--- config.mk ---
export PLATFORM = sky130hd
export DESIGN_NAME = product_bcd_converter_flat
export DESIGN_NICKNAME = d
export VERILOG_FILES = /design/src/rtl/product_bcd_converter_if.sv /design/src/rtl/product_bcd_converter.sv /design/src/flat_wrapper.sv
export SDC_FILE = /design/constraint.sdc
export NUM_CORES = 1
export LEC_CHECK = 0
export BUFFER_PORTS_ARGS = -buffer_cell sky130_fd_sc_hd__buf_2
export CORE_UTILIZATION = 54
export CTS_CLUSTER_SIZE = 25
export DETAILED_ROUTE_END_ITERATION = 10
export GPL_TIMING_DRIVEN = 0
export PLACE_DENSITY = 0.79
export SYNTH_ARGS = -nofsm -noshare
export SYNTH_HDL_FRONTEND = slang
export SYNTH_SLANG_ARGS = --single-unit
--- constraint.sdc ---
create_clock -name clk -period 1.6 [get_ports clk]
set_input_delay 0.32 -clock clk [delete_from_list [all_inputs] [get_ports clk]]
set_output_delay 0.32 -clock clk [all_outputs]
set_load 0.02 [all_outputs]
--- src/rtl/product_bcd_converter_if.sv ---
// rtl/product_bcd_converter_if.sv - handshake bundle between multiplier product and BCD readout
interface product_bcd_converter_if #(
  parameter int WIDTH  = 8,
  parameter int DIGITS = 3
);
  logic                  in_valid;
  logic                  in_ready;
  logic [WIDTH-1:0]      product;
  logic                  out_valid;
  logic                  out_ready;
  logic [4*DIGITS-1:0]   bcd;
  logic                  busy;

  modport master (
    output in_valid, product, out_ready,
    input  in_ready, out_valid, bcd, busy
  );

  modport slave (
    input  in_valid, product, out_ready,
    output in_ready, out_valid, bcd, busy
  );
endinterface

--- src/rtl/product_bcd_converter.sv ---
// rtl/product_bcd_converter.sv - sequential double-dabble binary to packed BCD converter
module product_bcd_converter #(
  parameter int WIDTH  = 8,
  parameter int DIGITS = 3
) (
  input  logic                  clk,
  input  logic                  rst,
  product_bcd_converter_if.slave bus
);
  localparam int BW = 4 * DIGITS;
  localparam int CW = $clog2(WIDTH + 1);

  typedef enum logic [1:0] {IDLE, SHIFT, DONE} state_t;

  state_t           state_q, state_d;
  logic [WIDTH-1:0] bin_q, bin_d;
  logic [BW-1:0]    bcd_q, bcd_d;
  logic [BW-1:0]    adj;
  logic [CW-1:0]    cnt_q, cnt_d;

  // Add 3 to every digit of 5 or more so the following shift carries correctly into the next digit
  always_comb begin
    adj = bcd_q;
    for (int i = 0; i < DIGITS; i++) begin
      if (bcd_q[4*i +: 4] >= 4'd5) begin
        adj[4*i +: 4] = bcd_q[4*i +: 4] + 4'd3;
      end
    end
  end

  // Next-state: accept in IDLE, one correct-and-shift per cycle in SHIFT, hold result in DONE
  always_comb begin
    state_d = state_q;
    bin_d   = bin_q;
    bcd_d   = bcd_q;
    cnt_d   = cnt_q;
    case (state_q)
      IDLE: begin
        if (bus.in_valid) begin
          bin_d   = bus.product;
          bcd_d   = '0;
          cnt_d   = CW'(WIDTH);
          state_d = SHIFT;
        end
      end
      SHIFT: begin
        {bcd_d, bin_d} = {adj, bin_q} << 1;
        cnt_d          = cnt_q - CW'(1);
        if (cnt_q == CW'(1)) begin
          state_d = DONE;
        end
      end
      DONE: begin
        if (bus.out_ready) begin
          state_d = IDLE;
        end
      end
      default: state_d = IDLE;
    endcase
  end

  // State and datapath registers; reset aborts any conversion in progress
  always_ff @(posedge clk or negedge rst) begin
    if (!rst) begin
      state_q <= IDLE;
      bin_q   <= '0;
      bcd_q   <= '0;
      cnt_q   <= '0;
    end else begin
      state_q <= state_d;
      bin_q   <= bin_d;
      bcd_q   <= bcd_d;
      cnt_q   <= cnt_d;
    end
  end

  assign bus.in_ready  = (state_q == IDLE);
  assign bus.out_valid = (state_q == DONE);
  assign bus.busy      = (state_q != IDLE);
  assign bus.bcd       = bcd_q;
endmodule

--- src/flat_wrapper.sv ---
// flat-port wrapper written by rule: the top's interface ports become plain ports
module product_bcd_converter_flat 
#(
  parameter int WIDTH  = 8,
  parameter int DIGITS = 3
)
  (clk, rst, bus_in_valid, bus_product, bus_out_ready, bus_in_ready, bus_out_valid, bus_bcd, bus_busy);
  product_bcd_converter_if #(.WIDTH(WIDTH), .DIGITS(DIGITS)) bus_i ();
  input  logic clk;
  input  logic rst;
  input wire logic [$bits(bus_i.in_valid)-1:0] bus_in_valid;
  input wire logic [$bits(bus_i.product)-1:0] bus_product;
  input wire logic [$bits(bus_i.out_ready)-1:0] bus_out_ready;
  output wire logic [$bits(bus_i.in_ready)-1:0] bus_in_ready;
  output wire logic [$bits(bus_i.out_valid)-1:0] bus_out_valid;
  output wire logic [$bits(bus_i.bcd)-1:0] bus_bcd;
  output wire logic [$bits(bus_i.busy)-1:0] bus_busy;
  assign bus_i.in_valid = bus_in_valid;
  assign bus_i.product = bus_product;
  assign bus_i.out_ready = bus_out_ready;
  assign bus_in_ready = bus_i.in_ready;
  assign bus_out_valid = bus_i.out_valid;
  assign bus_bcd = bus_i.bcd;
  assign bus_busy = bus_i.busy;
  product_bcd_converter #(.WIDTH(WIDTH), .DIGITS(DIGITS)) u_core (.clk(clk), .rst(rst), .bus(bus_i));
endmodule
---- Word level (Yosys, flattened, before mapping) ----
Cells that the tools add are included.
storage, ports and cells
  input port bits ......................... 12
  register bits ........................... 26
cells by class
  $add $sub $neg .......................... 4
  reduce and logical (&&, ||, !) cells .... 5
  mux-type cells .......................... 13
  equal/unequal tests ..................... 6
  magnitude comparators ................... 3
operators with widths
  cell                 number
  $pmux 12 s2          1
  $pmux 8 s2           1
  $ge 4x3->1 const B   3
  $mux 12              1
  $mux 4               3
  $add 4x2->4 const B  2
  $mux 8               1
  $pmux 4 s2           1
  $mux 2               3
  $pmux 2 s3           1
  $eq 4x1->1 const B   1
  $ne 2x2->1 const B   2
  $reduce_bool 2->1    2
  $sub 4x1->4 const B  1
  $add 3x2->3 const B  1
  $mux 3               1
  $reduce_and 3->1     1
  $eq 2x1->1 const B   1
  $eq 2x2->1 const B   1
  $logic_not 2->1      1
  $ne 2x1->1 const B   1
  $reduce_and 2->1     1

---- Depth between registers and ports, before layout ----
  word-level depth ........................ 3
  gate-level depth with buffers ........... 5
  mapped depth without buffers ............ 5

---- Worst setup path after synthesis ----
Ideal clock, no wire load.
  path kind ............................... register -> output
  from .................................... register u_core.state_q[0]
  to ...................................... output port bus_in_ready
  stages on the path, launching flop included .. 5
  path buffers ............................ 2
  slack ................................... 0.128 ns
  arrival ................................. 1.152 ns
  path through ............................ dfrtp_1 -> buf_6 -> buf_2 -> or2_2 -> inv_1
on the way
  longest elaborated chain between the ends .. 1
RTL lines
  what                    line                         RTL
  start, declared         product_bcd_converter.sv:15  state_t state_q, state_d;
  start signal, assigned  product_bcd_converter.sv:70  state_q <= state_d;
  $logic_not 2->1         product_bcd_converter.sv:77  assign bus.in_ready = (state_q == IDLE);
  end, declared           flat_wrapper.sv:14           output wire logic [$bits(bus_i.in_ready)-1:0] bus_in_ready;
Every way passes these cells.

---- Worst setup path after layout ----
  from .................................... register u_core.state_q[1]
  to ...................................... output port bus_in_ready
The elaborated chain is that of the path after synthesis.

==> flow_summary.ini <==
[logic_synthesis]
syn-cell-area_mm2 = 0.00144
ys_types = 32
synth_cells = 142
synth_warnings = 0
avgSynthCellArea_um2 = 10.1
ys_async_sr_fraction = 1.00
synth_fp_nets = 162
synth-seq-area-share = 0.452
synth-edff-count = 0
ys_ff_latch = 26
synth_flop_cell = dfrtp_1

[floorplanning]
core_area_mm2 = 0.00250
fp.dieW_um = 53.6
die_height_um = 53.6
num_rows = 18
floorplan.initialDensity = 0.576
die-area_mm2 = 0.00288
ios = 27

[cells_and_area]
drive_above_1_share = 0.291
diodes = 0
layout_commonest_cell = dfrtp_1
area_delta_synth_final_pct = 20.2
final_cell_mix = dfrtp_1 (25), buf_2 (24), nand2_1 (16)
fin_util = 0.692
fin_nets = 200

[status]
outcome = completed

[timing]
tns_ns = 0
timing.hold.ws_ns = 0.167
slew_headroom = 0.613
setup_viol = 0
worst_pin_slew_ns = 0.581
hold_violations = 0
maxClockFrequency_mhz = 658
slew_violations = 0
period_needed_ns = 1.52
post-route-period-util = 0.950
fin_worst_skew_ns = 0.00306
rsz0062_at_grt = false

[route]
vias_per_cell = 5.85
drt_wl_total_um = 3230
wl_per_cell_um = 15.5
vias = 1223
drc = 0
first_pass_iters = 4
postRouteAntennaNets = 0
drt_iter0_drc = 39

[global_routing]
grt_pass1_wl_um = 5070
track_usage = 0.241
grt_max_degree = 27
antenna_found_initial = 0
grt_pass1_vias = 1143
gr-total-overflow = 0

[cts]
cts_tree = built
cts_max_path_buffers = 2
numClockSinks = 26
clkLatencyLatePin_ns = 0.31
numCtsBuffers = 3
clk_pin_slew_ns = 0.14
cts-root-buf = clkbuf_4
htreeDepth = 1

[power_and_ir_drop]
power_leakage_nw = 0.820
ir_drop_uv = 1310
power_density_mw_per_mm2 = 2070
total_power_mw = 3.58

[placement]
portBuffers = 26
dpl.hpwl_um = 2230
gp_congestion = 0.766

[setup_path]
max_stage_delay_ns = 0.47
crit_chain = or2_4, inv_2, buf_6
cp-end-kind = output pin
startpoint_type = flop
cp.arrival_ns = 1.20
path_class = flop to output pin
cp_num_buf_inv = 2
critical_path_required_ns = 1.28
path_delay_family = flip-flops
slowest_stage = dfrtp_2
cp_max_fo = 6

[worst_hold_path]
min_path_type = input port to flop

[run]
max_cap_viol_count = 0
==> area by class of cell <==
class                           instances  area (µm²)
Fill cell                             192         769
Clock buffer                            4        36.3
Tap cell                               30        37.5
Buffer                                  4        35.0
Sequential cell                        26         652
Inverter                               16        60.1
Multi-Input combinational cell         93         683
Timing Repair Buffer                   36         226
==> worst paths after layout <==
check	from	to	slack [ns]	cells past startpoint
worst max register to register	u_core.bus.bcd[0]	u_core.bus.bcd[4]	0.13	5
worst max-delay path	u_core.state_q[1]	bus_in_ready	0.08	3
worst min-delay path	bus_out_ready	u_core.state_q[1]	0.17	2
max in group asynchronous	rst	u_core.state_q[1]	0.66	2
min in group asynchronous	rst	u_core.bus.bcd[11]	0.52	2
worst min register to register	u_core.bin_q[7]	u_core.bus.bcd[0]	0.51	2
==> worst register-to-register path, cell delays in order (launching register included) <==
cell,delay (ns)
dfrtp_1,0.44
inv_1,0.10
ha_1,0.23
nor2b_2,0.17
o21a_1,0.20
o32ai_1,0.24
==> Yosys cell counts (2+ instances only) <==
cell / count / area share
dfrtp_1: 26 / 0.45
inv_1: 16 / 0.042
nand2_1: 16 / 0.042
o21ai_0: 10 / 0.035
ha_1: 8 / 0.070
a22oi_1: 7 / 0.036
o2111ai_1: 6 / 0.036
nand2b_1: 5 / 0.022
a32o_1: 4 / 0.028
nor2_1: 4 / 0.010
nor2b_1: 4 / 0.017
o31ai_1: 4 / 0.021
buf_2: 3 / 0.010
buf_6: 3 / 0.023
o211ai_1: 3 / 0.016
o21a_1: 3 / 0.016
o221ai_1: 3 / 0.018
o32ai_1: 2 / 0.012
xnor2_1: 2 / 0.012
==> routing by layer <==
| metal | share of wire | GRT usage | up-vias |
|---|---|---|---|
| li1 | - | - | 588 |
| met4 | 0.014 | 0.0789 | 0 |
| met3 | 0.030 | 0.0311 | 6 |
| met5 | 0 | 0 | - |
| met1 | 0.47 | 0.326 | 602 |
| met2 | 0.49 | 0.400 | 27 |
==> logic make-up after synthesis <==
group | Yosys count | share of synthesized area
xor gates and xnor gates | 2 | 0.0122
AOI/OAI and AO/OA | 48 | 0.260
adders and majority gates | 8 | 0.0695
muxes | 2 | 0.0148
and+or+nand+nor | 33 | 0.113
buffers and inverters | 23 | 0.0791
DFF | 26 | 0.452
==> registers in the layout (all words and copies together), names as in the netlist <==
| signal | count |
|---|---|
| u_core.bin_q | 8 |
| u_core.state_q | 2 |
| u_core.cnt_q | 4 |
| u_core.bus.bcd | 12 |
==> power by group <==
part	leakage [nW]	internal, mW	switching, mW
sequential	0.331	0.946	0.255
combinational	0.468	0.932	1.12
clock	0.0210	0.139	0.189
total	0.820	2.02	1.57
==> per-stage QoR <==
step                worst slack, ns  cells  instance area [µm²]
finish                       0.0801    209                 1730
global route                0.00807    209                 1730
CTS                          0.0188    206                 1700
detailed placement            0.120    198                 1610
global placement              0.122    198                 1610
floorplan                     0.128    142                 1440
==> repair_timing <==
item                                    4_1_cts  5_1_grt
hold buffers                                  1        0
hold endpoints to repair                      5        0
buffers inserted                              5        4
endpoints found under the setup margin        3       12
resized for setup                             8        6
Power figures use the tool's default switching activity.
